## src/rtl/fetch_pc_gen.sv

```systemverilog
// Next-PC generator and ICache fetch-request issuer for the pre-IF stage.
// Redirects are prioritised, held until accepted, and in-flight responses are tagged for discard on flush/eret.
module fetch_pc_gen #(
    parameter int                 ADDR_W     = 32,
    parameter int                 FETCH_W    = 2,
    parameter int                 MAX_OUT    = 2,
    parameter logic [ADDR_W-1:0]  RESET_PC   = 32'hbfc00000,
    parameter logic [ADDR_W-1:0]  EXC_VEC    = 32'hbfc00380,
    parameter logic [ADDR_W-1:0]  REFILL_VEC = 32'hbfc00200
) (
    input  logic              clk,
    input  logic              reset,
    input  logic              fs_allowin,
    input  logic              stall,
    input  logic              br_taken,
    input  logic [ADDR_W-1:0] br_target,
    input  logic              flush,
    input  logic              flush_refill,
    input  logic              eret,
    input  logic [ADDR_W-1:0] epc,
    input  logic              inst_addr_ok,
    input  logic              inst_data_ok,
    output logic              req_valid,
    output logic [ADDR_W-1:0] req_pc,
    output logic [FETCH_W-1:0] req_mask,
    output logic              resp_discard,
    output logic              ps_ex,
    output logic [4:0]        ps_excode
);

    localparam int                LOG_W = $clog2(FETCH_W);
    localparam logic [ADDR_W-1:0] BLK   = ADDR_W'(FETCH_W * 4);

    logic [ADDR_W-1:0] r_pc, r_pend_pc;
    logic              r_pend_v, r_ex;
    logic [1:0]        r_pend_pri;
    logic [2:0]        r_out, r_disc;

    logic [1:0]        w_redir_pri;
    logic [ADDR_W-1:0] w_redir_pc, w_cur;
    logic              w_take_new, w_mis, w_kill, w_req_valid, w_acc, w_dok;

    always_comb begin
        w_redir_pri = 2'd0;
        w_redir_pc  = br_target;
        if (eret) begin
            w_redir_pri = 2'd3;
            w_redir_pc  = epc;
        end else if (flush) begin
            w_redir_pri = 2'd2;
            w_redir_pc  = flush_refill ? REFILL_VEC : EXC_VEC;
        end else if (br_taken) begin
            w_redir_pri = 2'd1;
        end
    end

    // A pending target that already faulted can never issue, so any redirect replaces it.
    assign w_take_new  = (w_redir_pri != 2'd0) &&
                         (!r_pend_v || (w_redir_pri >= r_pend_pri) || r_ex);
    assign w_cur       = w_take_new ? w_redir_pc : (r_pend_v ? r_pend_pc : r_pc);
    assign w_mis       = (w_cur[1:0] != 2'b00);
    assign w_kill      = flush | eret;
    assign w_req_valid = reset & fs_allowin & (~stall | w_kill) & ~r_ex & ~w_mis &
                         (r_out < 3'(MAX_OUT));
    assign w_acc       = w_req_valid & inst_addr_ok;
    assign w_dok       = inst_data_ok & (r_out != 3'd0);

    generate
        if (FETCH_W == 1) begin : g_mask1
            assign req_mask = 1'b1;
        end else begin : g_maskn
            logic [LOG_W-1:0] w_k;
            assign w_k = w_cur[LOG_W+1:2];
            for (genvar i = 0; i < FETCH_W; i++) begin : g_bit
                assign req_mask[i] = (LOG_W'(i) >= w_k);
            end
        end
    endgenerate

    always_ff @(posedge clk or negedge reset) begin
        if (!reset) begin
            r_pc       <= RESET_PC;
            r_pend_v   <= 1'b0;
            r_pend_pc  <= '0;
            r_pend_pri <= 2'd0;
            r_ex       <= 1'b0;
            r_out      <= 3'd0;
            r_disc     <= 3'd0;
        end else begin
            if (w_acc)
                r_pc <= (w_cur & ~(BLK - ADDR_W'(1))) + BLK;

            if (w_acc) begin
                r_pend_v <= 1'b0;
            end else if (w_take_new) begin
                r_pend_v   <= 1'b1;
                r_pend_pc  <= w_redir_pc;
                r_pend_pri <= w_redir_pri;
            end

            // A misaligned new target wins over the clear of the redirect that produced it.
            if (w_mis)
                r_ex <= 1'b1;
            else if (w_kill)
                r_ex <= 1'b0;

            case ({w_acc, w_dok})
                2'b10:   r_out <= r_out + 3'd1;
                2'b01:   r_out <= r_out - 3'd1;
                default: r_out <= r_out;
            endcase

            // Requests accepted in the kill cycle belong to the new target and are not counted.
            if (w_kill)
                r_disc <= r_out - {2'b00, w_dok};
            else if (inst_data_ok && r_disc != 3'd0)
                r_disc <= r_disc - 3'd1;
        end
    end

    assign req_valid    = w_req_valid;
    assign req_pc       = w_cur;
    assign resp_discard = inst_data_ok & (r_disc != 3'd0);
    assign ps_ex        = r_ex;
    assign ps_excode    = r_ex ? 5'h04 : 5'h00;

endmodule

```

## config.mk

```make
export PLATFORM = sky130hd
export DESIGN_NAME = fetch_pc_gen
export DESIGN_NICKNAME = d
export VERILOG_FILES = /design/src/rtl/fetch_pc_gen.sv
export SDC_FILE = /design/constraint.sdc
export NUM_CORES = 1
export LEC_CHECK = 0
export BUFFER_PORTS_ARGS = -buffer_cell sky130_fd_sc_hd__buf_2
export CAP_MARGIN = 20
export CORE_UTILIZATION = 50
export CTS_CLUSTER_DIAMETER = 80
export DETAILED_ROUTE_END_ITERATION = 6
export PLACE_DENSITY = 0.81
export SYNTH_ARGS = -nofsm -noshare
export SYNTH_HDL_FRONTEND = slang
export SYNTH_SLANG_ARGS = --single-unit
```

## constraint.sdc

```tcl
create_clock -name clk -period 3.6 [get_ports clk]
set_clock_uncertainty 0.05 [all_clocks]
set_input_delay 0.18 -clock clk [delete_from_list [all_inputs] [get_ports clk]]
set_output_delay 0.18 -clock clk [all_outputs]
set_load 0.02 [all_outputs]
```

==> impl.org <==
** Worst setup path
- The worst setup path is captured at a flip-flop.
- Slack of the worst reg-to-reg path :: 0.33 ns
- At the worst endpoint, the arrival time is between 3 and 4 ns.
- STA classifies the critical path startpoint as a flip-flop.
- STA puts the critical path data required time at 3.76 ns.
- Number of gates on the worst path with buffers counted :: 13
- The startpoint identified for the worst register-to-register timing path is r_pend_pri[1].
- Counting both buffers and inverters, the worst setup path holds a total of 1.
- Critical-path cell list :: inv_1 > ha_1 > nor3b_1 > a21bo_4 > nand2_4 > nand2_1 > o21ai_2 > ha_1 > nor3b_2 > nand4_1 > nor3b_1 > xnor2_1 > o21ai_0
- Family of cells with the greatest summed delay on the critical path :: simple AND/OR/NAND/NOR gates
- Slowest stage cell, crit path :: sky130_fd_sc_hd__nor3b_1
- The worst setup path is of the flip-flop to flip-flop kind.
- Largest fanout on the critical path :: 14
- In this run the critical register-to-register path is captured at r_pc[17].
- The number of cells on the worst reg-to-reg path is 13.
- Maximum cell stage delay along the critical path :: 0.44 ns

** Detailed routing
- Once detail routing completed, the nets flagged for antenna violations numbered 0.
- Number of vias per cell :: 6.16
- DRC violations left :: 0
- Routed wirelength normalized by instance count :: 18.6 um
- Number of optimization iterations in the first detailed-route pass :: 5
- Initial drt markers :: 422
- The routed layout has 5129 vias.
- Final wirelength :: 15500 um

** Run
- Max-cap violations in this run came to 0.

** STA
- Final setup margin :: 0.331 ns
- Tightest Pin Transition :: 0.939 ns
- The worst pin sits at a relative slew slack of 37.4%.
- Setup total negative slack on the finished layout was measured at 0 ns.
- After layout, the worst path uses 90.8% of the clock period.
- Total setup violations reported at the end of the flow :: 0
- Setup repair after global routing left no endpoint under its margin.
- The final-report max-slew violation count was 0.
- Subtracting the final worst setup slack from the clock period gives about 3.3 ns.
- Max Fclk :: 306 MHz
- The number of hold violations in the final report is 0.

** Pwr
- Pwr per Cell Area :: between 500 and 600 mW/mm^2
- Worst vdd rail ir drop :: 294 uV
- Total leakage power :: ~2.6 nW

** Logic synthesis
- After synthesis, the share of flip-flops with an asynchronous set or reset is 100%.
- Synth Area in Compound Gates :: 24.4%
- Summing every instance area after synthesis gives 0.00507 mm^2.
- The synthesized design contains 71 register bits.
- Top FF cell, synth :: sky130_fd_sc_hd__dfrtp_1
- Post-Syn Instances :: 596
- Largest family of logic cells by synthesized area :: compound AO/OA/AOI/OAI gates
- By instance count, the leading cell after synthesis is sky130_fd_sc_hd__nand2_1.
- After synthesis, the share of cell area in mux cells is 5.58%.
- The number of different library cells used by synthesis comes to slightly below 70.
- After Yosys synthesis, full adders, half adders and majority gates account for 2.37% of the synthesized area.
- Top area cells in the synthesized netlist :: sky130_fd_sc_hd__dfrtp_1 31%, sky130_fd_sc_hd__nand2_1 6.9%, sky130_fd_sc_hd__o21ai_0 6.8%
- Mean instance size in the synthesized netlist :: 8.50 um^2
- Area share of and/or/nand/nor cells after synthesis :: roughly a fifth
- Area share of the largest cell type after synthesis :: between 30% and 40%
- Xor and xnor fraction of the mapped netlist area :: 5.36%
- Counting flops with a built-in enable in the synthesized netlist gives 0.
- Share of the yosys chip area belonging to registers :: 35.3%
- Of all cell types, the one taking the most synthesized area is sky130_fd_sc_hd__dfrtp_1.
- Most common library cells after synthesis :: 93 x sky130_fd_sc_hd__nand2_1, 69 x sky130_fd_sc_hd__o21ai_0, 62 x sky130_fd_sc_hd__dfrtp_1
- Yosys warning count :: 0

** Clock network
- Cts repair resizes :: 0
- Clock-pin slew reported for the worst setup and hold paths after clock tree synthesis :: 0.08 ns
- Number of H-tree levels :: 3
- Clock latency on the worst-skew pair, taken at its later pin, is 0.36 ns.
- The tree built by TritonCTS fans out to 71 sinks.
- Maximum buffer depth of the clock tree :: 2
- Root Buffer Master :: sky130_fd_sc_hd__clkbuf_8
- Post-CTS setup buffer count :: 0
- CTS tree :: done
- The number of hold buffers added after CTS was 0.
- Clock tree synthesis inserted a total of 9 buffers.

** Place
- Detailed placement finished with a half-perimeter wire length of between 10000 and 15000 um.
- After detailed placement, the total cell area comes to 0.00578 mm^2.
- Port Buffers :: 110
- Global placer's final weighted congestion :: 0.969
- Before CTS, the worst setup slack after placement is 0.247 ns.

** Global routing
- Entering global routing, the biggest net connects around 70 pins.
- Total global routing track utilization :: 31.1%
- The total overflow left after global routing is 0.
- The number of global-route vias before repair was approximately 5000.
- The initial antenna violation count is 0.
- Global-route wire length before repair :: 24800 um

** Final layout
- Fin area :: 0.00601 mm^2
- FILL cells :: around 880
- Layout cells sized above 1 :: 28.6%
- Registers take 0.00179 mm^2.
- The net count of the finished layout is 778.
- From synthesis to final layout, the design area changed by 18.5%.
- In the final layout, the multi-input gates occupy approximately 0.0030 mm^2.
- The repair_antennas step left the layout with diodes totalling 0.

** Die
- Die height :: 103 um
- Initial core utilization :: approximately half
- In this run the count of I/O pins placed on the die edge is between 100 and 150.
- The floorplan step set the die width to 103 um.
- The floorplan step defined a die boundary enclosing roughly 0.011 mm^2.
- Core box area :: 0.00982 mm^2
- Num rows :: 36

** Outcome
- The flow ran to the end, and the final reports show no timing, DRC or antenna violations.

** Worst hold path
- Path type of the worst min-delay path :: input pin to asynchronous set/reset pin
-- per-layer routing --
metal  vias up  wire (um)  track usage (%)
met5         -          0                0
met4         0        508             14.3
met3        55       1510             7.73
met2       284       7270             49.9
met1      2452       6230             39.5
li1       2338          -                -
-- logic make-up after synthesis --
group                    Yosys count
other                              2
AO/OA/AOI/OAI                    190
buffers and inverters             69
adder cells (fa/ha/maj)            9
multiplexers                      27
XOR/XNOR                          31
flip-flops                        71
AND/OR/NAND/NOR                  197
-- registers in the layout, indices dropped and copies added (netlist names) --
register,cells
r_pc,29
r_pend_pri,2
r_out,3
r_disc,3
ps_ex,1
r_pend_pc,32
r_pend_v,1
-- cell usage in the layout (no fill, tap or decap), types with 12 or more instances in the layout --
cell type and n:
sky130_fd_sc_hd__a22oi_1 12, sky130_fd_sc_hd__nor3_1 13, sky130_fd_sc_hd__dfrtp_1 61, sky130_fd_sc_hd__buf_2 110, sky130_fd_sc_hd__o21ai_0 67, sky130_fd_sc_hd__xnor2_1 27, sky130_fd_sc_hd__nor2_1 19, sky130_fd_sc_hd__a21oi_1 29
sky130_fd_sc_hd__buf_4 22, sky130_fd_sc_hd__inv_1 20, sky130_fd_sc_hd__nand2_1 93, sky130_fd_sc_hd__mux2i_1 17
-- how the worst max path moves through the flow --
stage	start	endpoint
floorplan	flush	r_out[2]
global route	r_pend_pri[1]	r_pc[17]
detailed placement	flush	r_pc[17]
global placement	flush	r_pc[20]
finish	r_pend_pri[1]	r_pc[17]
CTS	r_pend_pri[1]	r_pc[17]
-- power by group --
group | internal (W) | total (W) | switching, W
Clock | 0.000427 | 0.000750 | 0.000323
Sequential | 0.00106 | 0.00125 | 0.000189
Combinational | 0.000539 | 0.00138 | 0.000845
-- cell type report --
class / count / area share (%)
multi-input cells: 459 / 50.3
clock inverters: 5 / 1.33
well taps: 133 / 2.77
repair buffers: 132 / 11.9
inverters: 22 / 1.40
flip-flops and latches: 71 / 29.8
clock buffers: 11 / 2.52
-- stage by stage --
step                hold slack [ns]  utilization [%]  power, W  instances
floorplan                    -0.166                -   0.00220        599
global placement              0.397             58.8   0.00255        817
detailed placement            0.401             58.8   0.00262        817
CTS                          0.0927             61.2   0.00336        833
global route                  0.132             61.2   0.00359        833
finish                       0.0517             61.2   0.00338        833
Note: power is estimated with default switching activity, not from simulation.
